## config.mk

```make
export PLATFORM = sky130hd
export DESIGN_NAME = piece_move_sched
export DESIGN_NICKNAME = d
export VERILOG_FILES = /design/src/rtl/piece_pkg.sv /design/src/rtl/move_fifo.sv /design/src/rtl/piece_move_sched.sv
export SDC_FILE = /design/constraint.sdc
export NUM_CORES = 1
export LEC_CHECK = 0
export CORE_ASPECT_RATIO = 1.5
export CORE_MARGIN = 1.5
export CORE_UTILIZATION = 44
export DETAILED_ROUTE_END_ITERATION = 16
export PLACE_DENSITY = 0.66
export REMOVE_ABC_BUFFERS = 1
export SKIP_CTS_REPAIR_TIMING = 1
export SLEW_MARGIN = 20
export SYNTH_ARGS = -nofsm -noshare
export SYNTH_HDL_FRONTEND = slang
export SYNTH_SLANG_ARGS = --single-unit
```

## constraint.sdc

```tcl
create_clock -name iVGA_CLK -period 7.9 [get_ports iVGA_CLK]
set_clock_uncertainty 0.1 [all_clocks]
set_input_delay 1.58 -clock iVGA_CLK [delete_from_list [all_inputs] [get_ports iVGA_CLK]]
set_output_delay 1.58 -clock iVGA_CLK [all_outputs]
set_load 0.005 [all_outputs]
```

## src/rtl/piece_pkg.sv

```systemverilog
// Shared constants for the piece move scheduler: PS/2 scan codes, the move
// encoding carried through the move FIFO, FSM states and default geometry.
package piece_pkg;

    // PS/2 set-2 scan codes of interest
    localparam logic [7:0] SC_EXT   = 8'hE0;
    localparam logic [7:0] SC_BREAK = 8'hF0;
    localparam logic [7:0] SC_UP    = 8'h75;
    localparam logic [7:0] SC_DOWN  = 8'h72;
    localparam logic [7:0] SC_LEFT  = 8'h6B;
    localparam logic [7:0] SC_RIGHT = 8'h74;

    // Default gravity period, step size, legal top-left bounds and spawn point
    localparam int DEF_GRAV_FRAMES = 30;
    localparam int DEF_BLOCKSIZE   = 16;
    localparam int DEF_X_MIN       = 80;
    localparam int DEF_X_MAX       = 384;
    localparam int DEF_Y_MIN       = 240;
    localparam int DEF_Y_MAX       = 384;
    localparam int DEF_X_SPAWN     = 80;
    localparam int DEF_Y_SPAWN     = 320;

    typedef enum logic [1:0] {
        MV_UP    = 2'd0,
        MV_DOWN  = 2'd1,
        MV_LEFT  = 2'd2,
        MV_RIGHT = 2'd3
    } move_t;

    typedef enum logic [1:0] {
        ST_IDLE = 2'd0,
        ST_GRAV = 2'd1,
        ST_KEY  = 2'd2,
        ST_LAND = 2'd3
    } state_t;

endpackage

```

## src/rtl/move_fifo.sv

```systemverilog
// Small synchronous FIFO holding pending moves. A push while full succeeds
// when a pop happens in the same cycle; flush empties it and wins over push.
module move_fifo #(
    parameter int DEPTH = 4,
    parameter int WIDTH = 2
) (
    input  logic             clk,
    input  logic             rst_n,
    input  logic             flush,
    input  logic             push,
    input  logic [WIDTH-1:0] wr_data,
    input  logic             pop,
    output logic [WIDTH-1:0] rd_data,
    output logic             full,
    output logic             empty
);
    localparam int PW = $clog2(DEPTH);
    localparam int CW = $clog2(DEPTH + 1);

    logic [WIDTH-1:0] mem [DEPTH];
    logic [PW-1:0]    wr_ptr;
    logic [PW-1:0]    rd_ptr;
    logic [CW-1:0]    count;
    logic             do_push;
    logic             do_pop;

    assign full    = (count == CW'(DEPTH));
    assign empty   = (count == '0);
    assign do_pop  = pop && !empty && !flush;
    assign do_push = push && !flush && (!full || do_pop);
    assign rd_data = mem[rd_ptr];

    // Storage array: written on accepted push only
    // NOTE: the data array has no reset; pointers and count define validity, so
    // resetting the storage would only cost flops and buy nothing.
    always_ff @(posedge clk) begin
        if (do_push) mem[wr_ptr] <= wr_data;
    end

    // Pointers and occupancy count
    always_ff @(posedge clk or negedge rst_n) begin
        if (!rst_n) begin
            wr_ptr <= '0;
            rd_ptr <= '0;
            count  <= '0;
        end else if (flush) begin
            wr_ptr <= '0;
            rd_ptr <= '0;
            count  <= '0;
        end else begin
            if (do_push) wr_ptr <= (wr_ptr == PW'(DEPTH - 1)) ? '0 : wr_ptr + 1'b1;
            if (do_pop)  rd_ptr <= (rd_ptr == PW'(DEPTH - 1)) ? '0 : rd_ptr + 1'b1;
            if (do_push && !do_pop)      count <= count + 1'b1;
            else if (do_pop && !do_push) count <= count - 1'b1;
        end
    end

endmodule

```

## src/rtl/piece_move_sched.sv

```systemverilog
// Piece move scheduler: decodes PS/2 arrow keys into a move queue and applies
// gravity and at most one queued move per frame, right after the VS falling
// edge so the piece only moves during vblank.
// Optional feature: define PIECE_MOVE_SCHED_OVF_CNT_EN to build the
// saturating overflow event counter behind o_ovf_cnt (tied to 0 otherwise).
module piece_move_sched
    import piece_pkg::*;
#(
    parameter int GRAV_FRAMES = DEF_GRAV_FRAMES,
    parameter int BLOCKSIZE   = DEF_BLOCKSIZE,
    parameter int X_MIN       = DEF_X_MIN,
    parameter int X_MAX       = DEF_X_MAX,
    parameter int Y_MIN       = DEF_Y_MIN,
    parameter int Y_MAX       = DEF_Y_MAX,
    parameter int X_SPAWN     = DEF_X_SPAWN,
    parameter int Y_SPAWN     = DEF_Y_SPAWN
) (
    input  logic       iVGA_CLK,
    input  logic       iRST_n,
    input  logic       iVS,
    input  logic [7:0] ps2_out,
    input  logic       ps2_key_pressed,
    output logic [9:0] x_squre,
    output logic [9:0] y_squre,
    output logic       o_landed,
    output logic       o_ovf,
    output logic [7:0] o_ovf_cnt
);
    // Bounds are compared in 11 bits with the step folded onto the constant
    // side (x >= MIN+STEP), so a subtraction can never wrap below zero.
    localparam logic [10:0] BS11   = 11'(BLOCKSIZE);
    localparam logic [10:0] XMIN11 = 11'(X_MIN);
    localparam logic [10:0] XMAX11 = 11'(X_MAX);
    localparam logic [10:0] YMIN11 = 11'(Y_MIN);
    localparam logic [10:0] YMAX11 = 11'(Y_MAX);

    state_t      state, state_nxt;
    logic        kp_q, brk, consume;
    logic [7:0]  byte_q;
    logic        push, pop, flush, full, empty, ovf_evt;
    move_t       push_move, head_move;
    logic [1:0]  head_raw;
    logic        vs_q, vs_qq, tick;
    logic [5:0]  frame_cnt;
    logic        grav_due;
    logic [10:0] x_ext, y_ext;
    logic [9:0]  x_nxt, y_nxt;

    assign consume   = kp_q && !ps2_key_pressed;
    assign grav_due  = (frame_cnt == 6'(GRAV_FRAMES - 1));
    assign x_ext     = {1'b0, x_squre};
    assign y_ext     = {1'b0, y_squre};
    assign head_move = move_t'(head_raw);
    assign ovf_evt   = push && full && !pop && !flush;

    // Byte capture and break-prefix tracking; a byte is consumed on strobe fall
    always_ff @(posedge iVGA_CLK or negedge iRST_n) begin
        if (!iRST_n) begin
            kp_q   <= 1'b0;
            byte_q <= '0;
            brk    <= 1'b0;
        end else begin
            kp_q <= ps2_key_pressed;
            if (ps2_key_pressed) byte_q <= ps2_out;
            if (consume) begin
                if (byte_q == SC_BREAK)                brk <= 1'b1;
                else if (byte_q != SC_EXT && brk)      brk <= 1'b0;
            end
        end
    end

    // Make-code decode into a move push (E0, F0 and unknown codes are dropped)
    always_comb begin
        push      = 1'b0;
        push_move = MV_UP;
        if (consume && !brk) begin
            case (byte_q)
                SC_UP:    begin push = 1'b1; push_move = MV_UP;    end
                SC_DOWN:  begin push = 1'b1; push_move = MV_DOWN;  end
                SC_LEFT:  begin push = 1'b1; push_move = MV_LEFT;  end
                SC_RIGHT: begin push = 1'b1; push_move = MV_RIGHT; end
                default:  ;
            endcase
        end
    end

    move_fifo #(.DEPTH(4), .WIDTH(2)) u_fifo (
        .clk     (iVGA_CLK),
        .rst_n   (iRST_n),
        .flush   (flush),
        .push    (push),
        .wr_data (push_move),
        .pop     (pop),
        .rd_data (head_raw),
        .full    (full),
        .empty   (empty)
    );

    // Registered VS falling-edge detect producing a one-cycle frame tick
    always_ff @(posedge iVGA_CLK or negedge iRST_n) begin
        if (!iRST_n) begin
            vs_q  <= 1'b1;
            vs_qq <= 1'b1;
            tick  <= 1'b0;
        end else begin
            vs_q  <= iVS;
            vs_qq <= vs_q;
            tick  <= vs_qq && !vs_q;
        end
    end

    // Frame counter: gravity is due on the tick where it wraps to zero
    always_ff @(posedge iVGA_CLK or negedge iRST_n) begin
        if (!iRST_n)     frame_cnt <= '0;
        else if (tick)   frame_cnt <= grav_due ? '0 : frame_cnt + 1'b1;
    end

    // FSM state register
    always_ff @(posedge iVGA_CLK or negedge iRST_n) begin
        if (!iRST_n) state <= ST_IDLE;
        else         state <= state_nxt;
    end

    // FSM next state, FIFO control and next position
    // NOTE: every output of this block gets a default first, so no path can
    // leave one unassigned and infer a latch.
    always_comb begin
        state_nxt = state;
        pop       = 1'b0;
        flush     = 1'b0;
        x_nxt     = x_squre;
        y_nxt     = y_squre;
        case (state)
            ST_IDLE: if (tick) state_nxt = grav_due ? ST_GRAV : ST_KEY;
            ST_GRAV: begin
                if (x_ext + BS11 <= XMAX11) begin
                    x_nxt     = x_squre + 10'(BLOCKSIZE);
                    state_nxt = ST_KEY;
                end else begin
                    state_nxt = ST_LAND;
                end
            end
            ST_KEY: begin
                state_nxt = ST_IDLE;
                if (!empty) begin
                    pop = 1'b1;
                    case (head_move)
                        MV_UP:    if (x_ext >= XMIN11 + BS11) x_nxt = x_squre - 10'(BLOCKSIZE);
                        MV_DOWN:  if (x_ext + BS11 <= XMAX11) x_nxt = x_squre + 10'(BLOCKSIZE);
                        MV_LEFT:  if (y_ext >= YMIN11 + BS11) y_nxt = y_squre - 10'(BLOCKSIZE);
                        MV_RIGHT: if (y_ext + BS11 <= YMAX11) y_nxt = y_squre + 10'(BLOCKSIZE);
                        default:  ;
                    endcase
                end
            end
            ST_LAND: begin
                flush     = 1'b1;
                x_nxt     = 10'(X_SPAWN);
                y_nxt     = 10'(Y_SPAWN);
                state_nxt = ST_IDLE;
            end
            default: state_nxt = ST_IDLE;
        endcase
    end

    // Position, landing pulse and sticky overflow flag
    // NOTE: state registers use non-blocking assignment so every flop samples
    // the pre-edge values, independent of block ordering.
    always_ff @(posedge iVGA_CLK or negedge iRST_n) begin
        if (!iRST_n) begin
            x_squre  <= 10'(X_SPAWN);
            y_squre  <= 10'(Y_SPAWN);
            o_landed <= 1'b0;
            o_ovf    <= 1'b0;
        end else begin
            x_squre  <= x_nxt;
            y_squre  <= y_nxt;
            o_landed <= (state == ST_LAND);
            if (ovf_evt) o_ovf <= 1'b1;
        end
    end

`ifdef PIECE_MOVE_SCHED_OVF_CNT_EN
    logic [7:0] ovf_cnt;

    // Saturating count of dropped moves
    always_ff @(posedge iVGA_CLK or negedge iRST_n) begin
        if (!iRST_n)                          ovf_cnt <= '0;
        else if (ovf_evt && ovf_cnt != 8'hFF) ovf_cnt <= ovf_cnt + 1'b1;
    end

    assign o_ovf_cnt = ovf_cnt;
`else
    assign o_ovf_cnt = 8'd0;
`endif

endmodule
```

==> impl_metrics.env <==
export IMPL_status="finished, violations left"
export IMPL_violations="DRC"
export IMPL_p_leak_uw=0.00147
export IMPL_drive_gt1_frac=0.110
export IMPL_pwr_share_seq=0.439
export IMPL_swShare=0.376
export IMPL_clkSinkCount=50
export IMPL_netlist_area_um2=3120
export IMPL_io_pins=42
export IMPL_synthAdderAreaFrac=0.0730
export IMPL_first_pass_iters=13
export IMPL_insertion_delay_ps=310
export IMPL_synth_warnings=0
export IMPL_synth_avg_cell_area_um2=9.91
export IMPL_wl_mm=5.72
export IMPL_tns_ps=0
export IMPL_syn_inst=315
export IMPL_timing_rr_end="u_fifo.count[2]"
export IMPL_synth_edff_count=8
export IMPL_cts_buffers=5
export IMPL_ys_async_sr_fraction=0.840
export IMPL_finalNetCount=363
export IMPL_synth_top_family_by_area="simple AND/OR/NAND/NOR gates"
export IMPL_synth_simple_gate_area_share=0.170
export IMPL_crit_required_ps=8030
export IMPL_hold_path_class="register to register"
export IMPL_crit_arrival_ps=4230
export IMPL_timing_critical_path_cells="clkdlybuf4s50_1 > nor2b_1 > nor2b_1 > o211ai_4 > a31oi_4 > and2_1 > fa_1 > nor2_1 > nand2_1 > a2bb2oi_1 > o22ai_1 > a21oi_1"
export IMPL_placedCellCount=405
export IMPL_synth_flop_cell="dfrtp_1"
export IMPL_drc_errors=2
export IMPL_synth_xor_area_frac=0.0225
export IMPL_crit_path_start_kind="input port"
export IMPL_dieArea_um2=7620
export IMPL_coreArea_um2=6850
export IMPL_num_vias=2284
export IMPL_period_minus_slack_ps=4100
export IMPL_hold_viol=0
export IMPL_yosysSeqAreaShare=0.416
export IMPL_start_util=0.455
export IMPL_clockBufferDepth=2
export IMPL_max_vdd_ir_drop_mv=0.125
export IMPL_final_cell_mix="36 x dfrtp_1, 30 x nand2_1, 24 x clkdlybuf4s50_1"
export IMPL_synthMuxAreaShare=0.0822
export IMPL_grt_pass1_wl_mm=10.2
export IMPL_die_w_um=71.8
export IMPL_p_total_uw=978
export IMPL_root_buffer="clkbuf_8"
export IMPL_portBuffers=25
export IMPL_antenna_left=0
export IMPL_synth_compound_area_frac=0.161
export IMPL_slowest_delay_ps=610
export IMPL_ys_top_cells_by_area="dfrtp_1 29%, edfxtp_1 7.7%, ha_1 6.0%"
export IMPL_setup_viol=0
export IMPL_p_sw_uw=368
export IMPL_p_clk_frac=0.187
export IMPL_drv_cap=0
export IMPL_r2r_slack_ps=4980
export IMPL_powerDensity_nw_per_um2=282
export IMPL_yosys_cell_types_count=59
export IMPL_worst_pin_slew_ps=716
export IMPL_crit_path_start="ps2_key_pressed"
export IMPL_gr_total_overflow=0
export IMPL_die_y_um=106
export IMPL_worst_setup_path_end_kind="register"
export IMPL_rsz0062_at_grt="false"
export IMPL_grt_max_degree=43
export IMPL_syn_to_final_growth_pct=10.9
export IMPL_viasPerCell=5.53
export IMPL_place_area_um2=3340
export IMPL_worstSetupPathType="input port to register"
export IMPL_final_cells=413
export IMPL_dp_hpwl_mm=4.17
export IMPL_reg2reg_from="state[1]"
export IMPL_maxSlewViolCount=0
export IMPL_grt_usage=0.168
export IMPL_worst_path_max_delay_cell="clkdlybuf4s50_1"
export IMPL_drt_iter0_markers=90
export IMPL_cts_tree="built"
export IMPL_cts_clk_slew_worst_paths_ps=80
export IMPL_hold_end="vs_qq"
export IMPL_antenna_found_initial=0
export IMPL_cp_common_cell="nor2b_1"
export IMPL_p_int_uw=610
export IMPL_ys_seq_elements=50
export IMPL_synth_top_area_share=0.289
export IMPL_r2r_worst_path_cells=10
export IMPL_combPwrFrac=0.374
export IMPL_grt_pass1_vias=2318
export IMPL_slew_headroom=0.519
export IMPL_min_delay_path_depth=0
export IMPL_crit_fanout=11
export IMPL_n_antenna_cell=0
export IMPL_layout_commonest_cell="dfrtp_1"
export IMPL_wl_per_cell_um=13.9
export IMPL_rows=37
export IMPL_final_area_um2=3460
export IMPL_synth_area_leader_cell="dfrtp_1"
export IMPL_htree_num_levels=2
export IMPL_min_period_over_period=0.520
export IMPL_holdCritStartpoint="vs_q"
export IMPL_gp_congestion=0.822
export IMPL_fmax_ghz=0.244
per-layer routing:
layer | GRT usage | wire, µm
met3 | 0.0322 | 181
met1 | 0.194 | 2360
met4 | 0.0687 | 101
met2 | 0.298 | 3080
met5 | 0 | 0
synthesized netlist by cell type (3+ instances only):
cell type / instances
nor2_1: 22
dfstp_2: 6
nand2b_1: 5
buf_2: 8
xnor2_1: 4
o31ai_1: 6
o21ai_0: 14
xor2_1: 4
buf_4: 16
nand3b_1: 3
and2_1: 5
a21oi_1: 21
nor3_1: 7
dfrtp_1: 36
nand2_1: 30
a31oi_1: 3
nand3_1: 6
mux2i_1: 11
and3_1: 4
mux2_2: 9
clkbuf_1: 4
o22ai_1: 3
inv_1: 15
nor2b_1: 5
edfxtp_1: 8
ha_1: 15
a21o_1: 4
through the flow:
stage | setup WS, ps | utilization | hold slack [ps]
2_1_floorplan | 4470 | - | 254
3_3_place_gp | 3580 | 0.488 | 257
3_5_place_dp | 3470 | 0.488 | 261
4_1_cts | 3770 | 0.505 | 274
5_1_grt | 3490 | 0.505 | 278
6_report | 3800 | 0.505 | 270
flip-flops by register name (all words and copies together), names as in the netlist:
signal	flops
brk	1
kp_q	1
vs_q	1
u_fifo.wr_ptr	2
u_fifo.mem	8
frame_cnt	6
o_landed	1
x_squre	6
state	2
y_squre	6
u_fifo.count	3
vs_qq	1
u_fifo.rd_ptr	2
tick	1
byte_q	8
o_ovf	1
critical path: cells and delay by family:
family | cells | cell delay [ps]
compound gates | 5 | 870
simple gates | 5 | 940
buf+inv | 1 | 610
fa+ha+maj | 1 | 250
power groups by stage:
stage	logic [µW]	clock network [µW]	registers [µW]
after global routing	420	201	443
after detailed placement	367	0	434
after CTS	368	187	429
after floorplan	256	0	410
final	366	183	429
after global placement	356	0	431
area by class of cell:
| type | count | area, µm² |
|---|---|---|
| Fill cell | 650 | 3390 |
| Multi-Input combinational cell | 237 | 1650 |
| Sequential cell | 50 | 1300 |
| Timing Repair Buffer | 25 | 248 |
| Tap cell | 78 | 97.6 |
| Clock buffer | 5 | 68.8 |
| Inverter | 15 | 56.3 |
| Clock inverter | 3 | 45.0 |
logic make-up (layout without fill, tap and decap cells):
family | Yosys count | after routing
compound gates | 71 | 71
xor+xnor | 8 | 8
fa+ha+maj | 17 | 17
buf+inv | 43 | 48
flops | 50 | 50
mux | 22 | 22
other cells | 1 | 16
simple gates | 103 | 103
worst max path at each step:
stage / to / slack [ps] / cells after the start
after global placement: u_fifo.count[2] / 3580 / 12
final: u_fifo.count[2] / 3800 / 12
after CTS: u_fifo.count[2] / 3770 / 12
after floorplan: u_fifo.count[2] / 4470 / 11
after detailed placement: u_fifo.count[2] / 3470 / 12
after global routing: u_fifo.count[2] / 3490 / 12
(Power assumes the default switching activity.)
